===== src/rtl/tl_master_mo_adapter.sv =====
// TileLink-UL multi-outstanding master adapter.
// Takes GET/PUTFULL/PUTPARTIAL commands from a small queue and issues them
// on channel A with a free source ID. Channel D beats are matched by source
// and returned in arrival order on the response port.
// Widths and opcodes come from the tl_pkg.vh macros. Fallback values below
// are used when those macros are not already defined.
// Optional feature: define TL_MASTER_TIMEOUT_EN to enable per-slot response
// timeouts of TIMEOUT_CYCLES cycles.

`ifndef TL_ADDR_BITS
`define TL_ADDR_BITS 32
`endif
`ifndef TL_DATA_BYTES
`define TL_DATA_BYTES 4
`endif
`ifndef TL_SIZE_BITS
`define TL_SIZE_BITS 2
`endif
`ifndef TL_SOURCE_BITS
`define TL_SOURCE_BITS 8
`endif
`ifndef TL_SINK_BITS
`define TL_SINK_BITS 1
`endif
`ifndef TL_A_PUTFULL
`define TL_A_PUTFULL 3'd0
`endif
`ifndef TL_A_PUTPARTIAL
`define TL_A_PUTPARTIAL 3'd1
`endif
`ifndef TL_A_GET
`define TL_A_GET 3'd4
`endif
`ifndef TL_D_ACCESSACK
`define TL_D_ACCESSACK 4'd0
`endif
`ifndef TL_D_ACCESSACKDATA
`define TL_D_ACCESSACKDATA 4'd1
`endif

module tl_master_mo_adapter #(
  parameter int NUM_SRC        = 4,
  parameter int SRC_BASE       = 0,
  parameter int CMD_DEPTH      = 2,
  parameter int TIMEOUT_CYCLES = 1024
) (
  input  logic                             clk,
  input  logic                             rst,
  // command queue
  input  logic                             cmd_valid,
  output logic                             cmd_ready,
  input  logic [1:0]                       cmd_type,
  input  logic [`TL_ADDR_BITS-1:0]         cmd_address,
  input  logic [`TL_SIZE_BITS-1:0]         cmd_size,
  input  logic [`TL_DATA_BYTES*8-1:0]      cmd_data,
  input  logic [`TL_DATA_BYTES-1:0]        cmd_mask,
  // channel A
  output logic                             a_valid,
  output logic [2:0]                       a_opcode,
  output logic [2:0]                       a_param,
  output logic [`TL_SIZE_BITS-1:0]         a_size,
  output logic [`TL_SOURCE_BITS-1:0]       a_source,
  output logic [`TL_ADDR_BITS-1:0]         a_address,
  output logic [`TL_DATA_BYTES-1:0]        a_mask,
  output logic [`TL_DATA_BYTES*8-1:0]      a_data,
  input  logic                             a_ready,
  // channel D
  input  logic                             d_valid,
  input  logic [3:0]                       d_opcode,
  input  logic [1:0]                       d_param,
  input  logic [`TL_SIZE_BITS-1:0]         d_size,
  input  logic [`TL_SOURCE_BITS-1:0]       d_source,
  input  logic [`TL_SINK_BITS-1:0]         d_sink,
  input  logic                             d_denied,
  input  logic [`TL_DATA_BYTES*8-1:0]      d_data,
  output logic                             d_ready,
  // response port
  output logic                             rsp_valid,
  input  logic                             rsp_ready,
  output logic [`TL_SOURCE_BITS-1:0]       rsp_source,
  output logic [`TL_DATA_BYTES*8-1:0]      rsp_data,
  output logic                             rsp_denied,
  output logic                             rsp_error,
  output logic [$clog2(NUM_SRC+1)-1:0]     outstanding,
  output logic                             idle
);

  localparam int AW     = `TL_ADDR_BITS;
  localparam int DB     = `TL_DATA_BYTES;
  localparam int DW     = `TL_DATA_BYTES * 8;
  localparam int SZW    = `TL_SIZE_BITS;
  localparam int SRCW   = `TL_SOURCE_BITS;
  localparam int SLOT_W = (NUM_SRC > 1) ? $clog2(NUM_SRC) : 1;
  localparam int PTR_W  = (CMD_DEPTH > 1) ? $clog2(CMD_DEPTH) : 1;
  localparam int CNT_W  = $clog2(CMD_DEPTH + 1);
  localparam int OUT_W  = $clog2(NUM_SRC + 1);

  // ---------------- command queue ----------------
  logic [1:0]       q_type_mem [CMD_DEPTH];
  logic [AW-1:0]    q_addr_mem [CMD_DEPTH];
  logic [SZW-1:0]   q_size_mem [CMD_DEPTH];
  logic [DW-1:0]    q_data_mem [CMD_DEPTH];
  logic [DB-1:0]    q_mask_mem [CMD_DEPTH];

  logic [PTR_W-1:0] wr_ptr_q, wr_ptr_d, rd_ptr_q, rd_ptr_d;
  logic [CNT_W-1:0] q_cnt_q, q_cnt_d;
  logic             q_empty, q_full, push, pop;

  logic [1:0]       head_type;
  logic [AW-1:0]    head_addr;
  logic [SZW-1:0]   head_size;
  logic [DW-1:0]    head_data;
  logic [DB-1:0]    head_mask;

  assign q_empty   = (q_cnt_q == '0);
  assign q_full    = (q_cnt_q == CNT_W'(CMD_DEPTH));
  assign cmd_ready = !q_full;
  assign push      = cmd_valid && !q_full;

  assign head_type = q_type_mem[rd_ptr_q];
  assign head_addr = q_addr_mem[rd_ptr_q];
  assign head_size = q_size_mem[rd_ptr_q];
  assign head_data = q_data_mem[rd_ptr_q];
  assign head_mask = q_mask_mem[rd_ptr_q];

  // Queue storage carries no reset: occupancy is tracked by q_cnt_q alone
  always_ff @(posedge clk) begin
    if (push) begin
      q_type_mem[wr_ptr_q] <= cmd_type;
      q_addr_mem[wr_ptr_q] <= cmd_address;
      q_size_mem[wr_ptr_q] <= cmd_size;
      q_data_mem[wr_ptr_q] <= cmd_data;
      q_mask_mem[wr_ptr_q] <= cmd_mask;
    end
  end

  // Queue pointer and occupancy update; pointers wrap naturally (power-of-two depth)
  always_comb begin
    wr_ptr_d = push ? wr_ptr_q + 1'b1 : wr_ptr_q;
    rd_ptr_d = pop  ? rd_ptr_q + 1'b1 : rd_ptr_q;
    q_cnt_d  = q_cnt_q + CNT_W'(push) - CNT_W'(pop);
  end

  // ---------------- slot tracking ----------------
  logic [NUM_SRC-1:0] busy_q, busy_d;
  logic [NUM_SRC-1:0] slot_get_q, slot_get_d;
  logic [SLOT_W-1:0]  free_idx;
  logic               any_free;
  logic               a_load;

  // Lowest-index free slot, taken from the registered busy vector so a slot
  // freed this cycle only becomes allocatable next cycle
  always_comb begin
    any_free = 1'b0;
    free_idx = '0;
    for (int i = NUM_SRC - 1; i >= 0; i--) begin
      if (!busy_q[i]) begin
        any_free = 1'b1;
        free_idx = SLOT_W'(i);
      end
    end
  end

  // ---------------- channel A register ----------------
  logic             a_valid_q, a_valid_d;
  logic [2:0]       a_opcode_q, a_opcode_d;
  logic [SZW-1:0]   a_size_q, a_size_d;
  logic [SRCW-1:0]  a_source_q, a_source_d;
  logic [AW-1:0]    a_address_q, a_address_d;
  logic [DB-1:0]    a_mask_q, a_mask_d;
  logic [DW-1:0]    a_data_q, a_data_d;
  logic             head_is_get;

  assign a_load      = (!a_valid_q || a_ready) && !q_empty && any_free;
  assign pop         = a_load;
  assign head_is_get = (head_type == 2'd0) || (head_type == 2'd3);

  // A stage: load the queue head into a free slot, otherwise hold while stalled
  always_comb begin
    a_valid_d   = a_valid_q;
    a_opcode_d  = a_opcode_q;
    a_size_d    = a_size_q;
    a_source_d  = a_source_q;
    a_address_d = a_address_q;
    a_mask_d    = a_mask_q;
    a_data_d    = a_data_q;
    if (a_load) begin
      a_valid_d   = 1'b1;
      a_size_d    = head_size;
      a_source_d  = SRCW'(SRC_BASE) + SRCW'(free_idx);
      a_address_d = head_addr;
      a_data_d    = head_data;
      a_mask_d    = '1;
      case (head_type)
        2'd1:    a_opcode_d = `TL_A_PUTFULL;
        2'd2: begin
          a_opcode_d = `TL_A_PUTPARTIAL;
          a_mask_d   = head_mask;
        end
        default: a_opcode_d = `TL_A_GET;
      endcase
    end else if (a_ready) begin
      a_valid_d = 1'b0;
    end
  end

  assign a_valid   = a_valid_q;
  assign a_opcode  = a_opcode_q;
  assign a_param   = 3'd0;
  assign a_size    = a_size_q;
  assign a_source  = a_source_q;
  assign a_address = a_address_q;
  assign a_mask    = a_mask_q;
  assign a_data    = a_data_q;

  // ---------------- channel D decode ----------------
  logic              rsp_valid_q, rsp_valid_d;
  logic [SRCW-1:0]   rsp_source_q, rsp_source_d;
  logic [DW-1:0]     rsp_data_q, rsp_data_d;
  logic              rsp_denied_q, rsp_denied_d;
  logic              rsp_error_q, rsp_error_d;
  logic              d_fire, d_in_range, d_hit, d_get, d_opc_ok, d_free;
  logic [SLOT_W-1:0] d_idx;
  int                d_off;
  logic              to_report;
  logic [SLOT_W-1:0] to_idx;
  logic              unused_d;

  assign unused_d = ^{d_param, d_size, d_sink};
  assign d_ready  = !rsp_valid_q || rsp_ready;
  assign d_fire   = d_valid && d_ready;

  // Map d_source onto a slot and classify the beat
  always_comb begin
    d_off      = int'(d_source) - SRC_BASE;
    d_in_range = (d_off >= 0) && (d_off < NUM_SRC);
    d_idx      = SLOT_W'(d_off);
    d_hit      = d_in_range && busy_q[d_idx];
    d_get      = d_hit && slot_get_q[d_idx];
    d_opc_ok   = d_get ? (d_opcode == `TL_D_ACCESSACKDATA)
                       : (d_opcode == `TL_D_ACCESSACK);
    d_free     = d_fire && d_hit;
  end

  // ---------------- optional response timeout ----------------
`ifdef TL_MASTER_TIMEOUT_EN
  localparam int TO_W = $clog2(TIMEOUT_CYCLES + 1);
  logic [NUM_SRC-1:0] to_expired;
  logic [NUM_SRC-1:0] alloc_vec;
  logic               any_expired;

  // One-hot of the slot being allocated this cycle
  always_comb begin
    alloc_vec = '0;
    if (a_load) alloc_vec[free_idx] = 1'b1;
  end

  for (genvar gi = 0; gi < NUM_SRC; gi++) begin : g_timeout
    logic [TO_W-1:0] cnt_q, cnt_d;

    // Per-slot age counter, saturating at the expiry point
    always_comb begin
      cnt_d = cnt_q;
      if (alloc_vec[gi]) cnt_d = '0;
      else if (busy_q[gi] && (cnt_q != TO_W'(TIMEOUT_CYCLES - 1))) cnt_d = cnt_q + 1'b1;
    end

    // Age counter register
    always_ff @(posedge clk or posedge rst) begin
      if (rst) cnt_q <= '0;
      else     cnt_q <= cnt_d;
    end

    assign to_expired[gi] = busy_q[gi] && (cnt_q == TO_W'(TIMEOUT_CYCLES - 1));
  end

  // Lowest expired slot wins; D beats always take precedence
  always_comb begin
    any_expired = 1'b0;
    to_idx      = '0;
    for (int i = NUM_SRC - 1; i >= 0; i--) begin
      if (to_expired[i]) begin
        any_expired = 1'b1;
        to_idx      = SLOT_W'(i);
      end
    end
  end

  assign to_report = !d_fire && (!rsp_valid_q || rsp_ready) && any_expired;
`else
  localparam int unused_timeout = TIMEOUT_CYCLES;
  assign to_report = 1'b0;
  assign to_idx    = '0;
`endif

  // Slot busy/type bookkeeping: free on D hit or timeout report, mark on A load
  always_comb begin
    busy_d     = busy_q;
    slot_get_d = slot_get_q;
    if (d_free)    busy_d[d_idx]  = 1'b0;
    if (to_report) busy_d[to_idx] = 1'b0;
    if (a_load) begin
      busy_d[free_idx]     = 1'b1;
      slot_get_d[free_idx] = head_is_get;
    end
  end

  // Response register: hold until accepted, load from D or a timeout report
  always_comb begin
    rsp_valid_d  = rsp_valid_q && !rsp_ready;
    rsp_source_d = rsp_source_q;
    rsp_data_d   = rsp_data_q;
    rsp_denied_d = rsp_denied_q;
    rsp_error_d  = rsp_error_q;
    if (d_fire) begin
      rsp_valid_d  = 1'b1;
      rsp_source_d = d_source;
      rsp_data_d   = d_get ? d_data : '0;
      rsp_denied_d = d_denied;
      rsp_error_d  = !d_hit || !d_opc_ok;
    end else if (to_report) begin
      rsp_valid_d  = 1'b1;
      rsp_source_d = SRCW'(SRC_BASE) + SRCW'(to_idx);
      rsp_data_d   = '0;
      rsp_denied_d = 1'b0;
      rsp_error_d  = 1'b1;
    end
  end

  logic [OUT_W-1:0] out_q, out_d;

  // Busy-slot count: +1 on A load, -1 on any slot free
  always_comb begin
    out_d = out_q + OUT_W'(a_load) - OUT_W'(d_free || to_report);
  end

  // State registers
  always_ff @(posedge clk or posedge rst) begin
    if (rst) begin
      wr_ptr_q     <= '0;
      rd_ptr_q     <= '0;
      q_cnt_q      <= '0;
      busy_q       <= '0;
      slot_get_q   <= '0;
      a_valid_q    <= 1'b0;
      a_opcode_q   <= '0;
      a_size_q     <= '0;
      a_source_q   <= '0;
      a_address_q  <= '0;
      a_mask_q     <= '0;
      a_data_q     <= '0;
      rsp_valid_q  <= 1'b0;
      rsp_source_q <= '0;
      rsp_data_q   <= '0;
      rsp_denied_q <= 1'b0;
      rsp_error_q  <= 1'b0;
      out_q        <= '0;
    end else begin
      wr_ptr_q     <= wr_ptr_d;
      rd_ptr_q     <= rd_ptr_d;
      q_cnt_q      <= q_cnt_d;
      busy_q       <= busy_d;
      slot_get_q   <= slot_get_d;
      a_valid_q    <= a_valid_d;
      a_opcode_q   <= a_opcode_d;
      a_size_q     <= a_size_d;
      a_source_q   <= a_source_d;
      a_address_q  <= a_address_d;
      a_mask_q     <= a_mask_d;
      a_data_q     <= a_data_d;
      rsp_valid_q  <= rsp_valid_d;
      rsp_source_q <= rsp_source_d;
      rsp_data_q   <= rsp_data_d;
      rsp_denied_q <= rsp_denied_d;
      rsp_error_q  <= rsp_error_d;
      out_q        <= out_d;
    end
  end

  assign rsp_valid   = rsp_valid_q;
  assign rsp_source  = rsp_source_q;
  assign rsp_data    = rsp_data_q;
  assign rsp_denied  = rsp_denied_q;
  assign rsp_error   = rsp_error_q;
  assign outstanding = out_q;
  assign idle        = q_empty && (busy_q == '0) && !a_valid_q && !rsp_valid_q;

endmodule


===== config.mk =====
export PLATFORM = sky130hd
export DESIGN_NAME = tl_master_mo_adapter
export DESIGN_NICKNAME = d
export VERILOG_FILES = /design/src/rtl/tl_master_mo_adapter.sv
export SDC_FILE = /design/constraint.sdc
export NUM_CORES = 1
export LEC_CHECK = 0
export BUFFER_PORTS_ARGS = -buffer_cell sky130_fd_sc_hd__buf_2
export CAP_MARGIN = 10
export CORE_MARGIN = 1.5
export CORE_UTILIZATION = 45
export CTS_CLUSTER_DIAMETER = 30
export CTS_CLUSTER_SIZE = 10
export DETAILED_ROUTE_END_ITERATION = 6
export MAX_ROUTING_LAYER = met4
export PLACE_DENSITY = 0.82
export SYNTH_ARGS = -nofsm -noshare
export SYNTH_HDL_FRONTEND = slang
export SYNTH_SLANG_ARGS = --single-unit
export TNS_END_PERCENT = 1

===== constraint.sdc =====
create_clock -name clk -period 6 [get_ports clk]
set_clock_uncertainty 0.2 [all_clocks]
set_input_delay 0.9 -clock clk [delete_from_list [all_inputs] [get_ports clk]]
set_output_delay 0.9 -clock clk [all_outputs]
set_load 0.02 [all_outputs]

==> flow_summary.toml, run 1 <==
[floorplan]
io_pins = 262
coreArea_um2 = 22000
dieArea_um2 = 23500
dieHeight_um = 153
die_x_um = 153
rows = 54
start_util_pct = 46.2

[cells_and_area]
mostFrequentLayoutCells = "buf_2, edfxtp_1, dfrtp_1, nand2_1, mux2i_1"
layout.nets = 1060
area_growth_pct = 32.8
fin_util_pct = 61.4
layout_commonest_cell = "buf_2"
drive_gt1_share_pct = 37.4
final_design_area_no_fill_um2 = 13500

[power]
p_per_area_nw_per_um2 = 565
p_total_w = 0.00764
power_leakage_nw = 6.14
ir_drop_v = 0.000373

[detailed_routing]
dr_total_vias = 6295
wire_per_inst_um = 17.4
viasPerCell = 5.04
wirelength_um = 21800
postRouteAntennaNets = 0
wl_met3_um = 2010
routed.top_layer = "met4"
drt_iter0_drc = 352
firstDrtPassIters = 4
drt-met1-wl_um = 8260
drc = 0
wl_met2_um = 11000

[hold_path]
hold_class = "register to register"
hold_start = "a_data[0]$_DFFE_PP0P_"
holdPathStages = 2

[grt]
grt_pass1_vias = 6498
grt_pass1_wl_um = 33900
antenna_found_initial = 3
globalRouteOverflowTotal = 0
grt_start_max_net_pins = 90
grt_usage_pct = 19.0

[clock_network]
root_buffer = "clkbuf_16"
cts.repair.resized = 0
cts_sinks = 277
cts_buffer_depth = 3
clkLatencyLatePin_ns = 0.53
h-tree-depth = 2
clkTransAtPathRegs_ns = 0.05
numCtsBuffers = 50
cts_hold_buffers = 0
postCtsSetupBuffers = 0
cts_tree = "done"

[synth]
syn_inst = 655
ys_seq_area_share_pct = 75.2
ys_ff_latch = 277
synth_top_area_share_pct = 42.5
yosysUniqueCellTypes = 42
yosysWarningCount = 0
netlist_area_um2 = 10200
synth_top_area_cell = "edfxtp_1"
ys_top_cells_by_area = "edfxtp_1, dfrtp_1, mux2i_1"
synth.avg_cell_area_um2 = 15.5

[timing]
fin_crit_ns = 2.97
rsz0062_at_grt = "false"
slew_violations = 0
tightest_slew_ns = 1.08
slew-limit-headroom_pct = 28.2
max_freq_mhz = 337
hold_viol = 0
finalSetupTns_ns = 0
min_period_over_period_pct = 49.4
setup_viol = 0

[placement]
portBuffers = 246
place_hpwl_um = 13500
routabilityCongestion = 0.754
postPlaceCellArea_um2 = 11600

[critical_path]
path_class = "input pin to register"
required_ns = 6.25
crit_start = "d_source[6]"
start_kind = "input pin"
critPathMaxFanout = 7
cp_data_arrival_time_ns = 3.21
rr_worst_depth = 5
end_kind = "register"
r2r-start = "busy_q[1]$_DFF_PP0_"

[run_status]
status = "completed"

[run]
maxCapViolations = 0
[logic make-up after synthesis]
logic type,synth area share [%]
xor gates and xnor gates,0.516
adders and majority gates,0.934
other,0.0368
buffers and inverters,2.52
and+or+nand+nor,4.96
AOI/OAI and AO/OA,6.83
muxes,9.04
DFF,75.2
[where the power goes]
part,switching [W],internal [W]
registers,0.000261,0.00258
clock network,0.000918,0.00209
logic,0.00117,0.000617
[routing by layer]
metal / vias up / track usage [%]
li1: 2936 / -
met5: - / -
met4: 0 / 6.70
met2: 275 / 32.7
met3: 40 / 6.66
met1: 3044 / 20.4
[final cells by class]
| class | count | area [µm²] |
|---|---|---|
| antenna | 3 | 7.51 |
| clock inverter | 30 | 437 |
| multi-input combinational | 335 | 2330 |
| fill | 1637 | 8500 |
| sequential | 277 | 7660 |
| timing repair buffer | 252 | 1300 |
| inverter | 9 | 38.8 |
| clock buffer | 64 | 1410 |
| tap | 280 | 350 |
[flip-flops by register name, indices dropped and copies added, names as in the netlist, 2 cells and up]
name and flops:
a_data 32, a_source 2, a_size 2, q_mask_mem 8, q_type_mem 4, a_address 32, q_data_mem 64, slot_get_q 4
q_size_mem 4, a_mask 4, a_opcode 2, rsp_data 32, q_cnt_q 2, busy_q 4, rsp_source 8, outstanding 3
q_addr_mem 64
[worst max-delay path: stages]
cell	delay, ns
buf_2	0.10
nor4_1	0.55
nand4_1	0.41
nor2_1	0.19
ha_1	0.14
inv_1	0.04
ha_1	0.18
fa_1	0.37
xnor2_1	0.19
xnor2_1	0.13
[per-stage QoR]
step,cells,hold WS [ns],setup WS [ns]
3_3_place_gp,1152,0.252,2.47
2_1_floorplan,664,0.261,1.29
3_5_place_dp,1152,0.262,2.45
6_report,1250,0.270,3.03
4_1_cts,1246,0.272,2.98
5_1_grt,1250,0.286,2.91
[Yosys cell counts]
library cell / count
nor3b_1: 1
and2_1: 1
nor2b_1: 1
nor3b_2: 1
nor2_1: 10
fa_1: 1
buf_2: 3
or3_1: 3
dfrtp_1: 133
o21ai_0: 69
mux4_2: 1
inv_1: 9
buf_6: 2
xnor2_1: 6
nand4_1: 1
nor4_1: 2
and4_1: 1
nand3_1: 1
mux2_4: 1
or3b_2: 1
edfxtp_1: 144
a21o_1: 1
o21bai_1: 2
buf_1: 2
conb_1: 1
mux4_1: 1
mux2i_1: 71
o22a_1: 1
nor3_2: 1
o31ai_1: 1
mux2_2: 13
ha_1: 6
nand2b_1: 4
a31oi_1: 5
a22o_1: 32
clkbuf_1: 24
clkbuf_2: 1
nor3_1: 2
nand2_1: 80
buf_4: 11
and3_1: 3
or3_4: 1
[final timing paths]
| path | slack, ns | to |
|---|---|---|
| max | 3.03 | outstanding[2]$_DFF_PP0_ |
| min | 0.27 | a_data[0]$_DFFE_PP0P_ |
| max reg2reg | 3.07 | slot_get_q[3]$_DFFE_PP0P_ |
| min reg2reg | 0.27 | a_data[0]$_DFFE_PP0P_ |
| max in group asynchronous | 4.09 | a_data[9]$_DFFE_PP0P_ |
| min in group asynchronous | 0.32 | rsp_data[30]$_DFFE_PP0P_ |
Power figures use the tool's default switching activity.
==> inputs of run 2 (changes only) <==
--- a/config.mk
+++ b/config.mk
@@ -13,7 +13,7 @@
 export CTS_CLUSTER_SIZE = 10
 export DETAILED_ROUTE_END_ITERATION = 6
 export MAX_ROUTING_LAYER = met4
-export PLACE_DENSITY = 0.82
+export PLACE_DENSITY = 0.84
 export SYNTH_ARGS = -nofsm -noshare
 export SYNTH_HDL_FRONTEND = slang
 export SYNTH_SLANG_ARGS = --single-unit
==> constraint.sdc (replaced) <==
create_clock -name clk -period 2.6 [get_ports clk]
set_clock_uncertainty 0.2 [all_clocks]
set_input_delay 0.39 -clock clk [delete_from_list [all_inputs] [get_ports clk]]
set_output_delay 0.39 -clock clk [all_outputs]
set_load 0.02 [all_outputs]
==> run 2 against run 1 <==
Against the previous run:
- design area rose by 9.4%
- register-to-register slack got worse by 3.1 ns
- final cell count rose by 11%
- critical path depth fell by 1
- sequential share of layout area fell by 4.9 points
- clock power rose by 120%
- largest power group unchanged
- total power rose by 130%
- the run now ends with negative setup slack left
==> flow_summary.toml, run 2 (synthesized netlist as in run 1, its figures left out) <==
[grt]
grt_pass1_vias = 7627
grt_start_max_net_pins = 80
globalRouteOverflowTotal = 0
antenna_found_initial = 1
grt_pass1_wl_um = 40400
grt_usage_pct = 22.6

[timing]
slew_violations = 0
worst_slack_ns = -0.0405
hold_viol = 0
fin_crit_ns = 2.64
setup_viol = 1
min_period_over_period_pct = 102
max_freq_mhz = 379

[cells_and_area]
multiInputGateArea_um2 = 2350
layout_commonest_cell = "buf_2"
layout.nets = 1194
largest_registers = "q_addr_mem: 64 flops, q_data_mem: 64 flops"
fin_util_pct = 67.2
fillCellCount = 1443
final-seq-area_um2 = 7660
drive_gt1_share_pct = 35.0
area_growth_pct = 45.4
mostFrequentLayoutCells = "buf_2, edfxtp_1, dfrtp_1, dlygate4sd3_1, nand2_1"

[run]
maxCapViolations = 0

[critical_path]
end_kind = "register"
rr_worst_depth = 9
critPathMaxFanout = 5
required_ns = 2.83
cp_data_arrival_time_ns = 2.87
cp_slowest_cell = "mux4_2"
critPathMaxStageDelay_ns = 0.50
start_kind = "register"
worstPathCellList = "mux4_2 -> inv_1 -> nor2_1 -> ha_1 -> inv_1 -> ha_2 -> fa_2 -> xnor2_2 -> xnor2_1"
path_common_cell = "inv_1"
path_class = "register to register"

[floorplan]
io_pins = 262
dieArea_um2 = 23500
rows = 54
start_util_pct = 46.2
die_x_um = 153
dieHeight_um = 153
coreArea_um2 = 22000

[power]
p_per_area_nw_per_um2 = 1200
power_leakage_nw = 6.66
ir_drop_v = 0.000784

[clock_network]
numCtsBuffers = 51
root_buffer = "clkbuf_16"
cts_tree = "done"
clkTransAtPathRegs_ns = 0.05
cts_sinks = 277
clkLatencyLatePin_ns = 0.54
cts_buffer_depth = 3
h-tree-depth = 2

[detailed_routing]
dr_total_vias = 7042
wire_per_inst_um = 18.9
postRouteAntennaNets = 0
drc = 0
viasPerCell = 5.10
firstDrtPassIters = 4
drt_iter0_drc = 438
wirelength_um = 26200

[placement]
routabilityCongestion = 0.795
portBuffers = 246
place_ws_ns = -0.115
place_hpwl_um = 14000

[run_status]
violations = "negative setup slack"
status = "complete, but fails checks"

[hold_path]
holdPathStages = 4
hold_class = "input pin to register"
[run 2: critical path: cells and delay by family, from the launching register on]
| kind | cells | cell delay, ns |
|---|---|---|
| AND/OR/NAND/NOR | 1 | 0.05 |
| multiplexers | 1 | 0.50 |
| buffers and inverters | 2 | 0.14 |
| adder cells (fa/ha/maj) | 3 | 0.83 |
| XOR/XNOR | 2 | 0.41 |
| flip-flops | 1 | 0.41 |
[run 2: timing repair]
action,4_1_cts,5_1_grt
hold buffers,115,0
cloned,0,0
pin swaps,1,6
buffers inserted,1,1
resized for setup,0,6
hold endpoints to repair,198,0
endpoints found under the setup margin,1,1
[run 2: path summary, 6_finish.rpt]
kind | startpoint | end | slack, ns
worst max register to register | busy_q[3]$_DFF_PP0_ | outstanding[2]$_DFF_PP0_ | -0.04
max in group asynchronous | rst | rd_ptr_q$_DFFE_PP0P_ | 1.31
worst max-delay path | busy_q[3]$_DFF_PP0_ | outstanding[2]$_DFF_PP0_ | -0.04
worst min register to register | a_address[27]$_DFFE_PP0P_ | a_address[27]$_DFFE_PP0P_ | 0.27
worst min-delay path | d_opcode[2] | rsp_error$_DFFE_PP0P_ | 0.07
min in group asynchronous | rst | rsp_data[18]$_DFFE_PP0P_ | 0.24
[run 2: power by group]
group	total, W	switching, W	internal (W)
combinational	0.00468	0.00297	0.00171
clock	0.00655	0.00223	0.00432
sequential	0.00652	0.000568	0.00595
total	0.0177	0.00576	0.0120
[run 2: through the flow]
step / TNS (ns) / hold slack (ns) / instances / cell area, µm² / power, W
floorplan: -30.99 / 0.268 / 664 / 10200 / 0.00937
global placement: -0.0776 / 0.233 / 1170 / 11900 / 0.0108
finish: -0.0405 / 0.0738 / 1382 / 14800 / 0.0177
detailed placement: -0.115 / 0.230 / 1170 / 11900 / 0.0110
CTS: 0 / 0.0631 / 1381 / 14800 / 0.0177
global route: -0.113 / 0.0705 / 1382 / 14800 / 0.0186
[run 2: area by class of cell]
| class | count | area share (%) |
|---|---|---|
| diodes | 1 | 0.0169 |
| clock buffers | 64 | 9.44 |
| clock inverters | 31 | 2.28 |
| inverters | 9 | 0.254 |
| multi-input cells | 335 | 15.9 |
| flip-flops and latches | 277 | 51.7 |
| well taps | 280 | 2.37 |
| repair buffers | 385 | 18.0 |
[run 2: per-layer routing]
metal  vias up  share of wire, %  track usage, %
met4         0               2.9            8.78
met1      3460                39            25.4
li1       3198                 -               -
met3        60               6.7            4.88
met2       324                52            39.6
met5         -                 0               -
